==> config.mk <==
export PLATFORM = sky130hd
export DESIGN_NAME = uart_tx_dev
export DESIGN_NICKNAME = d
export VERILOG_FILES = /design/src/rtl/uart_tx_dev.sv
export SDC_FILE = /design/constraint.sdc
export NUM_CORES = 1
export LEC_CHECK = 0
export BUFFER_PORTS_ARGS = -buffer_cell sky130_fd_sc_hd__buf_2
export CORE_MARGIN = 2
export CORE_UTILIZATION = 50
export DETAILED_ROUTE_END_ITERATION = 10
export GPL_TIMING_DRIVEN = 1
export PLACE_DENSITY = 0.71
export SLEW_MARGIN = 20
export SYNTH_ARGS = -nofsm -noshare
export SYNTH_HDL_FRONTEND = slang
export SYNTH_SLANG_ARGS = --single-unit
==> constraint.sdc <==
create_clock -name clk_in -period 3.9 [get_ports clk_in]
set_clock_uncertainty 0.2 [all_clocks]
set_input_delay 0.585 -clock clk_in [delete_from_list [all_inputs] [get_ports clk_in]]
set_output_delay 0.585 -clock clk_in [all_outputs]
set_load 0.05 [all_outputs]
==> src/rtl/uart_tx_dev.sv <==
// uart_tx_dev: bus-mapped 8N1 UART transmitter.
// TX FIFO, baud counter and frame FSM; TXDATA/STATUS/DIV/CTRL map.
module uart_tx_dev #(
  parameter int          DATA_WIDTH = 32,
  parameter int          ADDR_WIDTH = 32,
  parameter int          FIFO_DEPTH = 8,
  parameter logic [15:0] DIV_RESET  = 16'd434
) (
  input  logic                  clk_in,
  input  logic                  reset_in,
  input  logic                  req_in,
  input  logic [ADDR_WIDTH-1:0] addr_in,
  input  logic                  we_in,
  input  logic [DATA_WIDTH-1:0] wdata_in,
  output logic [DATA_WIDTH-1:0] rdata_out,
  output logic                  txd_out,
  output logic                  irq_out
);

  localparam int PW = $clog2(FIFO_DEPTH);
  localparam int CW = PW + 1;

  typedef enum logic [1:0] {
    IDLE,
    START,
    DATA,
    STOP
  } state_e;

  logic [7:0]            mem_q [FIFO_DEPTH];
  logic [PW-1:0]         wptr_q, wptr_d;
  logic [PW-1:0]         rptr_q, rptr_d;
  logic [CW-1:0]         cnt_q, cnt_d;
  logic                  ovf_q, ovf_d;
  logic                  en_q, en_d;
  logic [15:0]           div_q, div_d;
  state_e                state_q, state_d;
  logic [15:0]           baud_q, baud_d;
  logic [15:0]           dact_q, dact_d;
  logic [2:0]            bit_q, bit_d;
  logic [7:0]            sh_q, sh_d;
  logic                  txd_q, txd_d;
  logic [DATA_WIDTH-1:0] rdata_q, rdata_d;

  logic [1:0]  off;
  logic        wr, rd;
  logic        push_req, push_ok, pop;
  logic        div_wr, ctrl_wr;
  logic        full, empty, ovf_set;
  logic        load, bit_end, busy;
  logic [15:0] div_eff;
  logic        unused;

  assign unused = ^{addr_in[ADDR_WIDTH-1:4], addr_in[1:0],
                    wdata_in[DATA_WIDTH-1:16]};

  assign off      = addr_in[3:2];
  assign wr       = req_in & we_in;
  assign rd       = req_in & ~we_in;
  assign push_req = wr && (off == 2'd0);
  assign div_wr   = wr && (off == 2'd2);
  assign ctrl_wr  = wr && (off == 2'd3);

  assign full    = (cnt_q == CW'(FIFO_DEPTH));
  assign empty   = (cnt_q == '0);
  assign push_ok = push_req && (!full || pop);
  assign ovf_set = push_req && full && !pop;

  assign load    = en_q && !empty;
  assign bit_end = (baud_q == dact_q - 16'd1);
  assign div_eff = (div_q == 16'd0) ? 16'd1 : div_q;
  assign busy    = (state_q != IDLE) || !empty;

  assign txd_out   = txd_q;
  assign irq_out   = empty && (state_q == IDLE);
  assign rdata_out = rdata_q;

  // FIFO pointers/count and the software-visible registers.
  always_comb begin
    wptr_d = wptr_q;
    rptr_d = rptr_q;
    cnt_d  = cnt_q;
    if (push_ok) wptr_d = wptr_q + PW'(1);
    if (pop)     rptr_d = rptr_q + PW'(1);
    unique case ({push_ok, pop})
      2'b10:   cnt_d = cnt_q + CW'(1);
      2'b01:   cnt_d = cnt_q - CW'(1);
      default: cnt_d = cnt_q;
    endcase
    div_d = div_wr ? wdata_in[15:0] : div_q;
    en_d  = ctrl_wr ? wdata_in[0] : en_q;
    ovf_d = ovf_q;
    if (ctrl_wr && wdata_in[1]) ovf_d = 1'b0;
    if (ovf_set) ovf_d = 1'b1;
  end

  // Frame FSM: next state, baud/bit counters, shifter, pop and txd.
  always_comb begin
    state_d = state_q;
    baud_d  = baud_q;
    bit_d   = bit_q;
    sh_d    = sh_q;
    dact_d  = dact_q;
    pop     = 1'b0;
    unique case (state_q)
      IDLE: begin
        if (load) begin
          pop     = 1'b1;
          state_d = START;
        end
      end
      START: begin
        if (bit_end) state_d = DATA;
      end
      DATA: begin
        if (bit_end) begin
          sh_d  = sh_q >> 1;
          bit_d = bit_q + 3'd1;
          if (bit_q == 3'd7) state_d = STOP;
        end
      end
      STOP: begin
        if (bit_end) begin
          if (load) begin
            pop     = 1'b1;
            state_d = START;
          end else begin
            state_d = IDLE;
          end
        end
      end
      default: state_d = IDLE;
    endcase
    if (state_q != IDLE) begin
      baud_d = bit_end ? 16'd0 : baud_q + 16'd1;
    end
    if (pop) begin
      sh_d   = mem_q[rptr_q];
      dact_d = div_eff;
      bit_d  = 3'd0;
      baud_d = 16'd0;
    end
    unique case (state_d)
      START:   txd_d = 1'b0;
      DATA:    txd_d = sh_d[0];
      default: txd_d = 1'b1;
    endcase
  end

  // Read mux; holds the last value when no read is requested.
  always_comb begin
    rdata_d = rdata_q;
    if (rd) begin
      rdata_d = '0;
      unique case (off)
        2'd1: begin
          rdata_d[0]    = busy;
          rdata_d[1]    = full;
          rdata_d[2]    = empty;
          rdata_d[3]    = ovf_q;
          rdata_d[15:8] = 8'(cnt_q);
        end
        2'd2:    rdata_d[15:0] = div_q;
        2'd3:    rdata_d[0]    = en_q;
        default: rdata_d = '0;
      endcase
    end
  end

  // FIFO storage; contents are don't-care until written.
  always_ff @(posedge clk_in) begin
    if (push_ok) mem_q[wptr_q] <= wdata_in[7:0];
  end

  // State registers with asynchronous reset.
  always_ff @(posedge clk_in or posedge reset_in) begin
    if (reset_in) begin
      wptr_q  <= '0;
      rptr_q  <= '0;
      cnt_q   <= '0;
      ovf_q   <= 1'b0;
      en_q    <= 1'b1;
      div_q   <= DIV_RESET;
      state_q <= IDLE;
      baud_q  <= '0;
      dact_q  <= 16'd1;
      bit_q   <= '0;
      sh_q    <= '0;
      txd_q   <= 1'b1;
      rdata_q <= '0;
    end else begin
      wptr_q  <= wptr_d;
      rptr_q  <= rptr_d;
      cnt_q   <= cnt_d;
      ovf_q   <= ovf_d;
      en_q    <= en_d;
      div_q   <= div_d;
      state_q <= state_d;
      baud_q  <= baud_d;
      dact_q  <= dact_d;
      bit_q   <= bit_d;
      sh_q    <= sh_d;
      txd_q   <= txd_d;
      rdata_q <= rdata_d;
    end
  end

endmodule
---- Word-level counts from Yosys, hierarchy flattened ----
Memory sizes are Yosys's and may differ from the RTL's.
Cells that the tools add are included.
storage, ports and cells
  flip-flop bits (word level) ............. 90
  RAM bits ................................ 64
  input bits .............................. 68
  memories kept ........................... 1
operators by class
  add/sub/neg operators ................... 7
  eq/ne operators ......................... 13
  mux-type cells .......................... 30
  bitwise logic cells ..................... 3
  reduce and logical (&&, ||, !) cells .... 25
memory list
  name   depth  width  rd ports  clocked after Yosys merged registers in  write ports  line  source
  mem_q  8      8      1         0                                        1            30    logic [7:0] mem_q [FIFO_DEPTH];
operators by type and width
  operator                                              number
  2-to-1 mux 16 bit                                     4
  2-to-1 mux 8 bit                                      3
  adder 16 x 1 -> 16 bit (second input constant)        1
  equality test 16 bit                                  1
  logical NOT 16 bit                                    1
  case mux 8 bit (2 select lines)                       1
  subtractor 16 x 1 -> 16 bit (second input constant)   1
  equality test 2 bit (second input constant)           6
  nonzero test 2 bit                                    6
  2-to-1 mux 2 bit                                      5
  adder 3 x 1 -> 3 bit (second input constant)          3
  logical AND 1 bit                                     9
  2-to-1 mux 3 bit                                      3
  equality test 2 x 1 -> 1 bit (second input constant)  4
  case mux 2 bit (4 select lines)                       1
  case mux 4 bit (2 select lines)                       1
  2-to-1 mux 1 bit                                      7
  case mux 3 bit (2 select lines)                       1
  adder 4 x 1 -> 4 bit (second input constant)          1
  equality test 4 bit (second input constant)           1
  logical NOT 2 bit                                     2
  logical NOT 4 bit                                     1
  2-to-1 mux 4 bit                                      1
  case mux 1 bit (2 select lines)                       2
  8 further kinds                                       12

---- Depth between registers and ports, before layout ----
Gate-level depths: netlist of the first run.
  depth in word-level cells ............... 10
  depth in mapped cells ................... 14

---- Worst setup path after synthesis of the first run ----
OpenSTA, ideal clock, no wires.
  path type ............................... flip-flop to flip-flop
  start point ............................. reg dact_q[1]
  end point ............................... mem mem_q[4][0] (enable)
  setup time .............................. 0.398 ns
  data arrival time ....................... 3.646 ns
  data required time ...................... 3.302 ns
  slack ................................... -0.344 ns
  stages on the path, launching flop included .. 12
  path buffers ............................ 0
  cell sequence ........................... dfrtp_1 -> inv_1 -> ha_1 -> or4b_4 -> nor3_2 -> mux2i_1 -> or4_1 -> a21oi_2 -> a41oi_2 -> nor2_4 -> o21ai_2 -> nor4b_1
between the ends
  longest elaborated chain between the ends .. 8
RTL lines
  item                                    line  source
  start: declaration                      39    logic [15:0] dact_q, dact_d;
  start signal: assignment                200   dact_q <= dact_d;
  subtractor 16 x 1 -> 16 bit             70    assign bit_end = (baud_q == dact_q - 16'd1);
  equality test 16 bit                    70
  2-to-1 mux 1 bit                        123   if (bit_end) begin
  case mux 1 bit (2 select lines)         105   unique case (state_q)
  logical OR 1 bit                        66    assign push_ok = push_req && (!full || pop);
  logical AND 1 bit                       66
  2-to-1 mux 1 bit                        172   if (push_ok) mem_q[wptr_q] <= wdata_in[7:0];
  2-to-1 mux 1 bit (implied by the code)  172
  end: declaration                        30
Every way passes these cells.

---- Worst setup path after layout of the first run ----
  start point ............................. reg dact_q[1]
  end point ............................... mem mem_q[3][5] (enable)
The elaborated chain is that of the path after synthesis.

==> key figures, run 1 <==
Outcome
  – Outcome: completed

Global routing
  – GRT met1 Usage: 28.00%
  – Met3 usage: roughly 3.5%
  – All-Layer GR Usage: 20.31%
  – Largest net degree at the start of global routing: slightly below 50
  – Antenna violations before repair: 0
  – Grt peak-use layer: met2
  – First-pass GRT wire length: around 25,000 um
  – Vias in the first global route: 4,884
  – M2 GR Usage: 32.74%
  – Remaining global-route overflow: 0

Synthesis
  – Area contributors post-synth: dfrtp_1 28%, edfxtp_1 26%, mux4_2 4.9%
  – Post-synthesis cell area: about 7400 sq um
  – Top cells by count, synth: 82 x dfrtp_1, 64 x edfxtp_1, 45 x nand2_1
  – Synth top area share: between 20% and 30%
  – Avg Cell Area, Syn: about 13 sq um
  – Asr flop ratio synth: between 50% and 60%
  – Yosys top cell by area: dfrtp_1
  – Yosys cell types: 66
  – Post-Syn Instances: 581
  – Yosys Warn Count: 0
  – Post-synth EDFFs: 64
  – Ys flop type: dfrtp_1
  – Seq/Total Area, Yosys: between 50% and 60%
  – Most common cell in the synthesized netlist: dfrtp_1
  – FF+latch count, synth: between 150 and 200

Timing
  – Fmax: around 0.27 GHz
  – Final Setup Violations: 0
  – Setup TNS: 0 ns
  – Worst slew pin tran: between 0.8 and 0.9 ns
  – Final period util: roughly 96%
  – Crit path time final: approximately 3.7 ns
  – Slew Viols, Final: 0
  – Rel. slew slack: between 40% and 50%
  – Setup slack after layout: between 0.15 and 0.2 ns
  – Final hold vios: 0

Floorplan
  – Die width: 125.4 um
  – Starting Density: 50.89%
  – Core area: ~14,000 sq um
  – I/O pins: 102
  – Site row count: 44
  – Die Area: between 15,000 and 20,000 sq um
  – Die Ht: approximately 130 um

Worst setup path
  – Cell count of the worst reg-to-reg path: 12
  – Endpoint type of the worst setup path: flip-flop
  – Crit Path Max Fanout: 8
  – CP Launch Type: flip-flop
  – Crit-path max cell delay: 0.54 ns
  – Req. time, crit path: 3.83 ns
  – Crit path DAT: roughly 3.7 ns
  – Critical-path cell list: inv_2 > ha_4 > or4b_4 > nor3_2 > mux2i_1 > or4_1 > a21oi_2 > a41oi_4 > nor2_4 > o211ai_1 > nor3b_1 > buf_4
  – Worst setup path class: flip-flop to flip-flop
  – Slowest stage cell on the critical path: or4_1

Power
  – Total Power: approximately 5.6 mW
  – Switching Share: around a third
  – Comb power frac: between 20% and 30%
  – Power share of the clock group: 28.7%
  – Pint: between 3 and 4 mW
  – Cell Pwr Density: roughly 670 nW/um^2
  – Leakage power total: about 3.4 nW
  – Peak supply drop: between 0.0003 and 0.0004 V
  – Reg power frac: between 40% and 50%
  – Psw: ~2.0 mW

Finish
  – Area Overhead vs Synth: 14.55%
  – # nets final: slightly above 700
  – Fin cells: just over 800
  – Layout cells sized above 1: between 20 and 25%
  – Design area: between 8000 and 9000 sq um
  – Ant diodes: 0

Detailed routing
  – DR pass1 iterations: 5
  – Vias after detailed routing: between 4k and 5k
  – DRC Markers: 0
  – Final ANT Viol Nets: 0
  – Routed WL per cell: roughly 18 um
  – Detailed Route WL: approximately 15,000 um
  – Vias/cell: about 6
  – Initial DRC Count: 425

Placed design
  – RD Place Congestion: roughly 0.84
  – Buffers on Ports: 39
  – DP Cell Count: 793
  – Placed Area: 7792 sq um
  – Post-DP HPWL: 10,380 um
  – Pre-CTS setup slack: -0.02383 ns

CTS
  – Htree depth: 4
  – Hold-fix buffers, CTS: 0
  – Skew-Pair Late Insertion Delay: 0.43 ns
  – Clock Path Buffers: 2
  – Clk sinks: roughly 150
  – Number of buffers created by CTS: 17
  – CTS tree: yes
  – Root buf cell: clkbuf_16
  – Clock transition at the registers of the reported paths: ~0.060 ns

Min path
  – Hold WC Path Type: primary input to async pin

Run
  – Max Cap Violations: 0
-- path summary, 6_finish.rpt --
| kind | from | to | slack (ns) |
|---|---|---|---|
| min in group clk_in | wdata_in[12] | div_q[12] | 0.19 |
| max in group asynchronous | reset_in | en_q | 2.65 |
| worst min-delay path | reset_in | baud_q[0] | 0.02 |
| worst max-delay path | dact_q[1] | mem_q[3][5] | 0.16 |
| worst max register to register | dact_q[1] | mem_q[3][5] | 0.16 |
| worst min register to register | rdata_out[8] | rdata_out[8] | 0.28 |
-- flip-flops by register name, summed over array words and instances (netlist names) --
register,flops
dact_q,16
ovf_q,1
state_q,2
en_q,1
txd_out,1
sh_q,8
rdata_out,16
wptr_q,3
rptr_q,3
bit_q,3
cnt_q,4
mem_q,64
baud_q,16
div_q,16
-- power by group through the flow --
stage | clock [mW] | sequential, mW | combinational [mW]
after detailed placement | 0 | 2.44 | 1.53
after global routing | 1.71 | 2.47 | 1.73
after floorplan | 0 | 2.31 | 1.24
after CTS | 1.64 | 2.42 | 1.55
final | 1.61 | 2.42 | 1.58
after global placement | 0 | 2.42 | 1.47
-- final cells by class --
type / count / area [sq um]
clock buffer: 17 / 425.4
clock inverter: 15 / 160.2
fill: 1125 / 6038
inverter: 10 / 38.79
multi-input combinational: 384 / 3003
sequential: 154 / 4184
tap: 184 / 230.2
timing repair buffer: 64 / 399.1
-- kinds of logic after synthesis --
logic type      synth area share [%]
buf+inv                        3.974
flops                          56.78
mux                            12.19
simple gates                   11.09
fa+ha+maj                      2.887
compound gates                 9.696
xor+xnor                       3.328
other cells                  0.05089
-- per-stage QoR --
step | hold WS [ns] | util (%)
finish | 0.01549 | 58.30
global route | 0.05862 | 58.30
detailed placement | 0.2680 | 53.82
floorplan | 0.2665 | -
global placement | 0.2582 | 53.82
CTS | 0.02661 | 57.99
-- critical path: cells and delay by family (launching register included) --
family                     cells  cell delay, ns
DFF                            1            0.41
muxes                          1            0.10
buffers and inverters          2            0.32
adders and majority gates      1            0.16
and+or+nand+nor                5            1.65
AOI/OAI and AO/OA              3            0.60
-- cells in the final DEF, fill, tap and decap left out, drive strengths merged, types with 28 or more instances in the layout --
master	count
a21oi	28
dfrtp	82
o21ai	36
edfxtp	64
mux2	35
nand2	45
buf	64
-- metal layers --
| metal | share of wire [%] | wire (um) |
|---|---|---|
| met4 | 2.0 | 298 |
| met2 | 49 | 7526 |
| met5 | 0 | 0 |
| met1 | 45 | 6923 |
| met3 | 3.3 | 510 |
-- timing repair --
item,4_1_cts,5_1_grt
pin swaps,2,6
cloned,0,0
setup endpoints to repair,17,65
resized for setup,1,7
setup buffers,1,2
(Power assumes the default switching activity.)
==> run 2, diff against run 1 <==
Settings changed: CORE_UTILIZATION 50 to 48, CTS_BUF_LIST from default to sky130_fd_sc_hd__clkbuf_2 sky130_fd_sc_hd__clkbuf_4 sky130_fd_sc_hd__clkbuf_8, PLACE_DENSITY 0.71 to 0.68.
==> key figures, run 2 (synthesized netlist as in run 1, its figures left out) <==
Finish
  – Largest Register: mem_q
  – Area Overhead vs Synth: 12.38%
  – Most frequent cells in the layout: 82 x dfrtp_1, 64 x edfxtp_1, 45 x nand2_1
  – # nets final: 716 (unchanged)
  – Most common cell after layout, fill and taps aside: dfrtp_1
  – Layout cells sized above 1: 24.69% (-0.16 points)
  – Max reg flops: 64 (unchanged)
  – Fin cells: 832 (+0.48%)
  – Ant diodes: 0 (unchanged)
  – Final core occ: 54.88% (-3.4 points)

Floorplan
  – Die Ht: 127.9 um (+2.0%)
  – Starting Density: 48.83% (-2.1 points)
  – Site row count: 45 (+2.3%)
  – Die Area: 16,360 sq um (+4.0%)
  – I/O pins: 102 (unchanged)
  – Core area: 15,090 sq um (+4.2%)
  – Die width: 127.9 um (+2.0%)

CTS
  – Clock transition at the registers of the reported paths: 0.09 ns (+0.03 ns)
  – Clk sinks: 154 (unchanged)
  – Number of buffers created by CTS: 17 (unchanged)
  – Root buf cell: clkbuf_8
  – Htree depth: 4 (unchanged)
  – Skew-Pair Late Insertion Delay: 0.46 ns (+0.03 ns)
  – Clock Path Buffers: 2 (unchanged)
  – CTS tree: yes

Detailed routing
  – DR pass1 iterations: 5 (unchanged)
  – Vias/cell: 5.811 (-0.62%)
  – Initial DRC Count: 448 (+5.4%)
  – DRC Markers: 0 (unchanged)
  – Final ANT Viol Nets: 0 (unchanged)
  – Routed WL per cell: 18.06 um (-2.0%)
  – Vias after detailed routing: 4,835 (-0.14%)
  – Detailed Route WL: 15,020 um (-1.5%)

Timing
  – Crit path time final: 3.800 ns (+0.05971 ns)
  – Rel. slew slack: 41.00% (-1.3 points)
  – Worst slew pin tran: 0.8850 ns (+0.01967 ns)
  – Fmax: 0.2631 GHz (-1.6%)
  – Final Setup Violations: 0 (unchanged)
  – Final hold vios: 0 (unchanged)
  – Setup slack after layout: 0.09965 ns (-0.05971 ns)
  – Setup TNS: 0 ns (unchanged)
  – Slew Viols, Final: 0 (unchanged)
  – Final period util: 97.44% (+1.5 points)

Worst setup path
  – Endpoint type of the worst setup path: flip-flop
  – Crit Path Max Fanout: 5 (-3)
  – Crit path DAT: 3.95 ns (+0.28 ns)
  – Worst setup path class: flip-flop to flip-flop
  – CP Launch Type: flip-flop
  – Req. time, crit path: 4.05 ns (+0.22 ns)

Power
  – Psw: 1.958 mW (-0.95%)
  – Comb power frac: 30.0% (+1.8 points)
  – Cell Pwr Density: 624.0 nW/um^2 (-6.2%)
  – Peak supply drop: 0.0002831 V (-22%)
  – Leakage power total: 3.336 nW (-2.0%)
  – Pint: 3.209 mW (-12%)
  – Switching Share: 37.89% (+2.7 points)
  – Reg power frac: 47.2% (+4.1 points)
  – Power share of the clock group: 22.9% (-5.8 points)

Placed design
  – DP Cell Count: 796 (+0.38%)
  – Post-DP HPWL: 10,450 um (+0.65%)
  – RD Place Congestion: 0.8221 (-2.5%)
  – Buffers on Ports: 39 (unchanged)
  – Pre-CTS setup slack: 0.01949 ns (+0.04332 ns)

Global routing
  – First-pass GRT wire length: 24,940 um (-0.85%)
  – Vias in the first global route: 4,849 (-0.72%)
  – Largest net degree at the start of global routing: 49 (unchanged)
  – All-Layer GR Usage: 19.71% (-0.60 points)
  – Remaining global-route overflow: 0 (unchanged)
  – Antenna violations before repair: 0 (unchanged)

Outcome
  – Outcome: completed

Run
  – Max Cap Violations: 0 (unchanged)

Min path
  – Hold WC Path Type: primary input to flip-flop
==> run 2: cell types whose count changed in the layout (fill, tap and decap cells not counted), sizes merged <==
cell	delta
buf	-1
dlygate4sd3	+1
bufinv	-1
inv	+2
clkinv	+2
clkinvlp	-3
==> run 2: timing repair <==
item	4_1_cts	5_1_grt
pin swaps	1	5
setup buffers	1	2
gates resized for setup	0	9
hold endpoints to repair	23	0
hold buffers	1	0
setup endpoints to repair	7	71
cloned	0	0
==> run 2: metrics by stage <==
| stage | hold slack, ns | total power [mW] | instance area (sq um) |
|---|---|---|---|
| 2_1_floorplan | 0.2665 | 3.547 | 7443 |
| 3_3_place_gp | 0.2573 | 3.876 | 7790 |
| 3_5_place_dp | 0.2655 | 3.958 | 7790 |
| 4_1_cts | 0.1211 | 5.152 | 8214 |
| 5_1_grt | 0.1244 | 5.474 | 8280 |
| 6_report | 0.1555 | 5.167 | 8280 |
==> run 2: final timing paths <==
check / slack [ns] / depth (start not counted) / to / start
min in group asynchronous: 0.55 / 3 / baud_q[12] / reset_in
max reg2reg: 0.1 / 14 / cnt_q[2] / dact_q[1]
max: 0.1 / 14 / cnt_q[2] / dact_q[1]
max in group asynchronous: 2.10 / 4 / en_q / reset_in
min reg2reg: 0.28 / 2 / rdata_out[15] / rdata_out[15]
min: 0.16 / 2 / div_q[9] / wdata_in[9]
==> run 2: layer usage <==
metal | GRT usage (%) | routed length [um]
met5 | 0 | 0
met4 | 6.787 | 257
met2 | 31.65 | 7358
met1 | 26.87 | 6758
met3 | 4.174 | 649
==> run 2: power by group through the flow <==
| stage | combinational (mW) | clock (mW) | sequential (mW) |
|---|---|---|---|
| finish | 1.55 | 1.18 | 2.44 |
| global route | 1.69 | 1.28 | 2.50 |
| CTS | 1.52 | 1.22 | 2.42 |
| detailed placement | 1.50 | 0 | 2.45 |
| global placement | 1.45 | 0 | 2.43 |
| floorplan | 1.24 | 0 | 2.31 |
==> run 2: cell type report <==
class                      instances  area, sq um
inverter                          10        38.79
clock buffer                      17        234.0
timing repair buffer              64        401.6
sequential                       154         4184
fill                            1252         6809
tap                              188        235.2
clock inverter                    15        172.7
multi-input combinational        384         3014
==> run 2: critical path, cell delays in order (launching register included) <==
cell	delay, ns
dfrtp_1	0.41
inv_1	0.09
ha_2	0.19
or4b_4	0.51
nor3_4	0.19
mux2i_1	0.10
or4_1	0.54
a21oi_2	0.20
a41oi_4	0.19
nor3_2	0.30
xor2_1	0.18
ha_1	0.19
nor2_1	0.05
a32o_1	0.22
xor2_1	0.14
==> run 3, diff against run 2 <==
Settings changed: CELL_PAD_IN_SITES_DETAIL_PLACEMENT from default to 1, CELL_PAD_IN_SITES_GLOBAL_PLACEMENT from default to 1, CORE_ASPECT_RATIO from default to 1.1, CORE_UTILIZATION 48 to 44, PLACE_DENSITY 0.68 to 0.76.
==> key figures, run 3 (synthesized netlist as in run 1, its figures left out) <==
Outcome
  – Outcome: completed

CTS
  – Clock transition at the registers of the reported paths: 0.09 ns (about the same)
  – CTS tree: yes
  – Clk sinks: 154 (unchanged)
  – Root buf cell: clkbuf_8
  – Clock Path Buffers: 2 (unchanged)
  – Number of buffers created by CTS: 17 (unchanged)
  – Htree depth: 4 (unchanged)
  – Skew-Pair Late Insertion Delay: 0.48 ns (+0.02 ns)

Timing
  – Rel. slew slack: 39.75% (-1.3 points)
  – Crit path time final: 3.736 ns (-0.06414 ns)
  – Final Setup Violations: 0 (unchanged)
  – Worst slew pin tran: 0.9038 ns (+0.01884 ns)
  – Setup TNS: 0 ns (unchanged)
  – Final period util: 95.80% (-1.6 points)
  – Final hold vios: 0 (unchanged)
  – Setup slack after layout: 0.1638 ns (+0.06414 ns)
  – Slew Viols, Final: 0 (unchanged)
  – Fmax: 0.2677 GHz (+1.7%)

Global routing
  – Remaining global-route overflow: 0 (unchanged)
  – All-Layer GR Usage: 21.05% (+1.3 points)
  – Largest net degree at the start of global routing: 35 (-29%)
  – Vias in the first global route: 5,335 (+10%)
  – First-pass GRT wire length: 29,100 um (+17%)
  – Antenna violations before repair: 0 (unchanged)

Worst setup path
  – Crit Path Max Fanout: 5 (unchanged)
  – Req. time, crit path: 4.06 ns (about the same)
  – CP Launch Type: flip-flop
  – Crit-path max cell delay: 0.61 ns (+0.07 ns)
  – R2R Setup Slk: 0.16 ns (+0.06 ns)
  – Endpoint type of the worst setup path: flip-flop
  – Worst setup path class: flip-flop to flip-flop
  – Reg-to-reg endpoint: cnt_q[2]
  – Worst flop-to-flop path startpoint: dact_q[0]
  – Crit path DAT: 3.89 ns (-0.06 ns)
  – Bufs and invs on worst path: 1 (unchanged)
  – Slowest stage cell on the critical path: dfstp_2
  – Crit. Startpoint: dact_q[0]
  – Most used cell, CP: xor2_1
  – Worst path depth: 14 (unchanged)
  – Critical-path cell list: inv_2 > ha_4 > o21ba_2 > a221oi_1 > a41oi_1 > or4_4 > a21oi_4 > a41oi_4 > nor3_4 > xor2_1 > ha_2 > nor2_1 > a32o_1 > xor2_1
  – Top Family by Delay on Critical Path: compound AO/OA/AOI/OAI gates
  – Crit path to: cnt_q[2]
  – Cell count of the worst reg-to-reg path: 14 (unchanged)

Run
  – Max Cap Violations: 0 (unchanged)

Floorplan
  – Core area: 16,370 sq um (+8.5%)
  – Die width: 127.4 um (-0.40%)
  – Die Area: 17,800 sq um (+8.8%)
  – I/O pins: 102 (unchanged)
  – Starting Density: 45.01% (-3.8 points)
  – Site row count: 49 (+8.9%)
  – Die Ht: 139.7 um (+9.2%)

Detailed routing
  – Detailed Route WL: 17,700 um (+18%)
  – DRC Markers: 0 (unchanged)
  – Initial DRC Count: 264 (-41%)
  – Vias after detailed routing: 4,891 (+1.2%)
  – Final ANT Viol Nets: 0 (unchanged)
  – DR pass1 iterations: 4 (-1)
  – Routed WL per cell: 20.71 um (+15%)
  – Vias/cell: 5.720 (-1.6%)

Placed design
  – Buffers on Ports: 39 (unchanged)
  – DP Cell Count: 817 (+2.6%)
  – Post-DP HPWL: 12,320 um (+18%)
  – Pre-CTS setup slack: -0.08120 ns (-0.1007 ns)
  – RD Place Congestion: 0.7861 (-4.4%)
  – Placed Area: 7835 sq um (+0.58%)

Finish
  – Largest Register: mem_q
  – # nets final: 723 (+0.98%)
  – Design area: 8397 sq um (+1.4%)
  – Most common cell after layout, fill and taps aside: dfrtp_1
  – Layout cells sized above 1: 26.42% (+1.7 points)
  – Max reg flops: 64 (unchanged)
  – Area Overhead vs Synth: 13.96%
  – Fin cells: 855 (+2.8%)
  – Ant diodes: 0 (unchanged)
  – Most frequent cells in the layout: 82 x dfrtp_1, 64 x edfxtp_1, 45 x nand2_1

Min path
  – Hold WC Path Type: primary input to flip-flop

Power
  – Total Power: 5.419 mW (+4.9%)
  – Leakage power total: 3.382 nW (+1.4%)
  – Cell Pwr Density: 645.4 nW/um^2 (+3.4%)
  – Peak supply drop: 0.0003036 V (+7.2%)
[run 3: cell types whose count changed in the layout (fill, tap and decap cells not counted), sizes merged]
cell      change
buf           +7
inv           -1
clkinv        -1
clkinvlp      +1
bufinv        +1
[run 3: through the flow]
stage,hold WS (ns),utilization [%]
floorplan,0.2665,-
global placement,0.2622,47.86
detailed placement,0.2745,47.86
CTS,0.1049,50.75
global route,0.1309,51.30
finish,0.1423,51.30
[run 3: power by group]
part           internal, mW  leakage, nW  switching, mW  total, mW
Clock                 0.552        0.212          0.720       1.27
Combinational         0.779         1.47          0.916       1.70
Sequential             1.98         1.70          0.469       2.45
[run 3: routing by layer]
metal	vias up	global-route usage [%]	wire, um
met2	87	35.89	9336
met3	22	3.806	491
met1	2532	26.94	7611
li1	2250	-	-
met5	-	0	0
met4	0	7.461	264
[run 3: worst min-delay path by stage]
stage                        from       endpoint  slack, ns  cells after the start
finish                wdata_in[9]       div_q[9]       0.14                      2
floorplan                   ovf_q          ovf_q       0.27                      1
global placement    rdata_out[14]  rdata_out[14]       0.26                      2
global route         wdata_in[13]      div_q[13]       0.13                      2
detailed placement  rdata_out[13]  rdata_out[13]       0.27                      2
CTS                   wdata_in[9]       div_q[9]       0.10                      2
[run 3: timing repair]
action,4_1_cts,5_1_grt
pin swaps,2,5
setup endpoints to repair,41,92
buffers inserted,2,3
hold endpoints to repair,27,0
hold buffers,1,0
gates resized for setup,3,15
[run 3: layout make-up]
type,instances,area (sq um)
Multi-Input combinational cell,384,3053
Inverter,10,38.79
Sequential cell,154,4184
Clock buffer,17,234.0
Tap cell,204,255.2
Timing Repair Buffer,71,437.9
Fill cell,1667,7973
Clock inverter,15,193.9
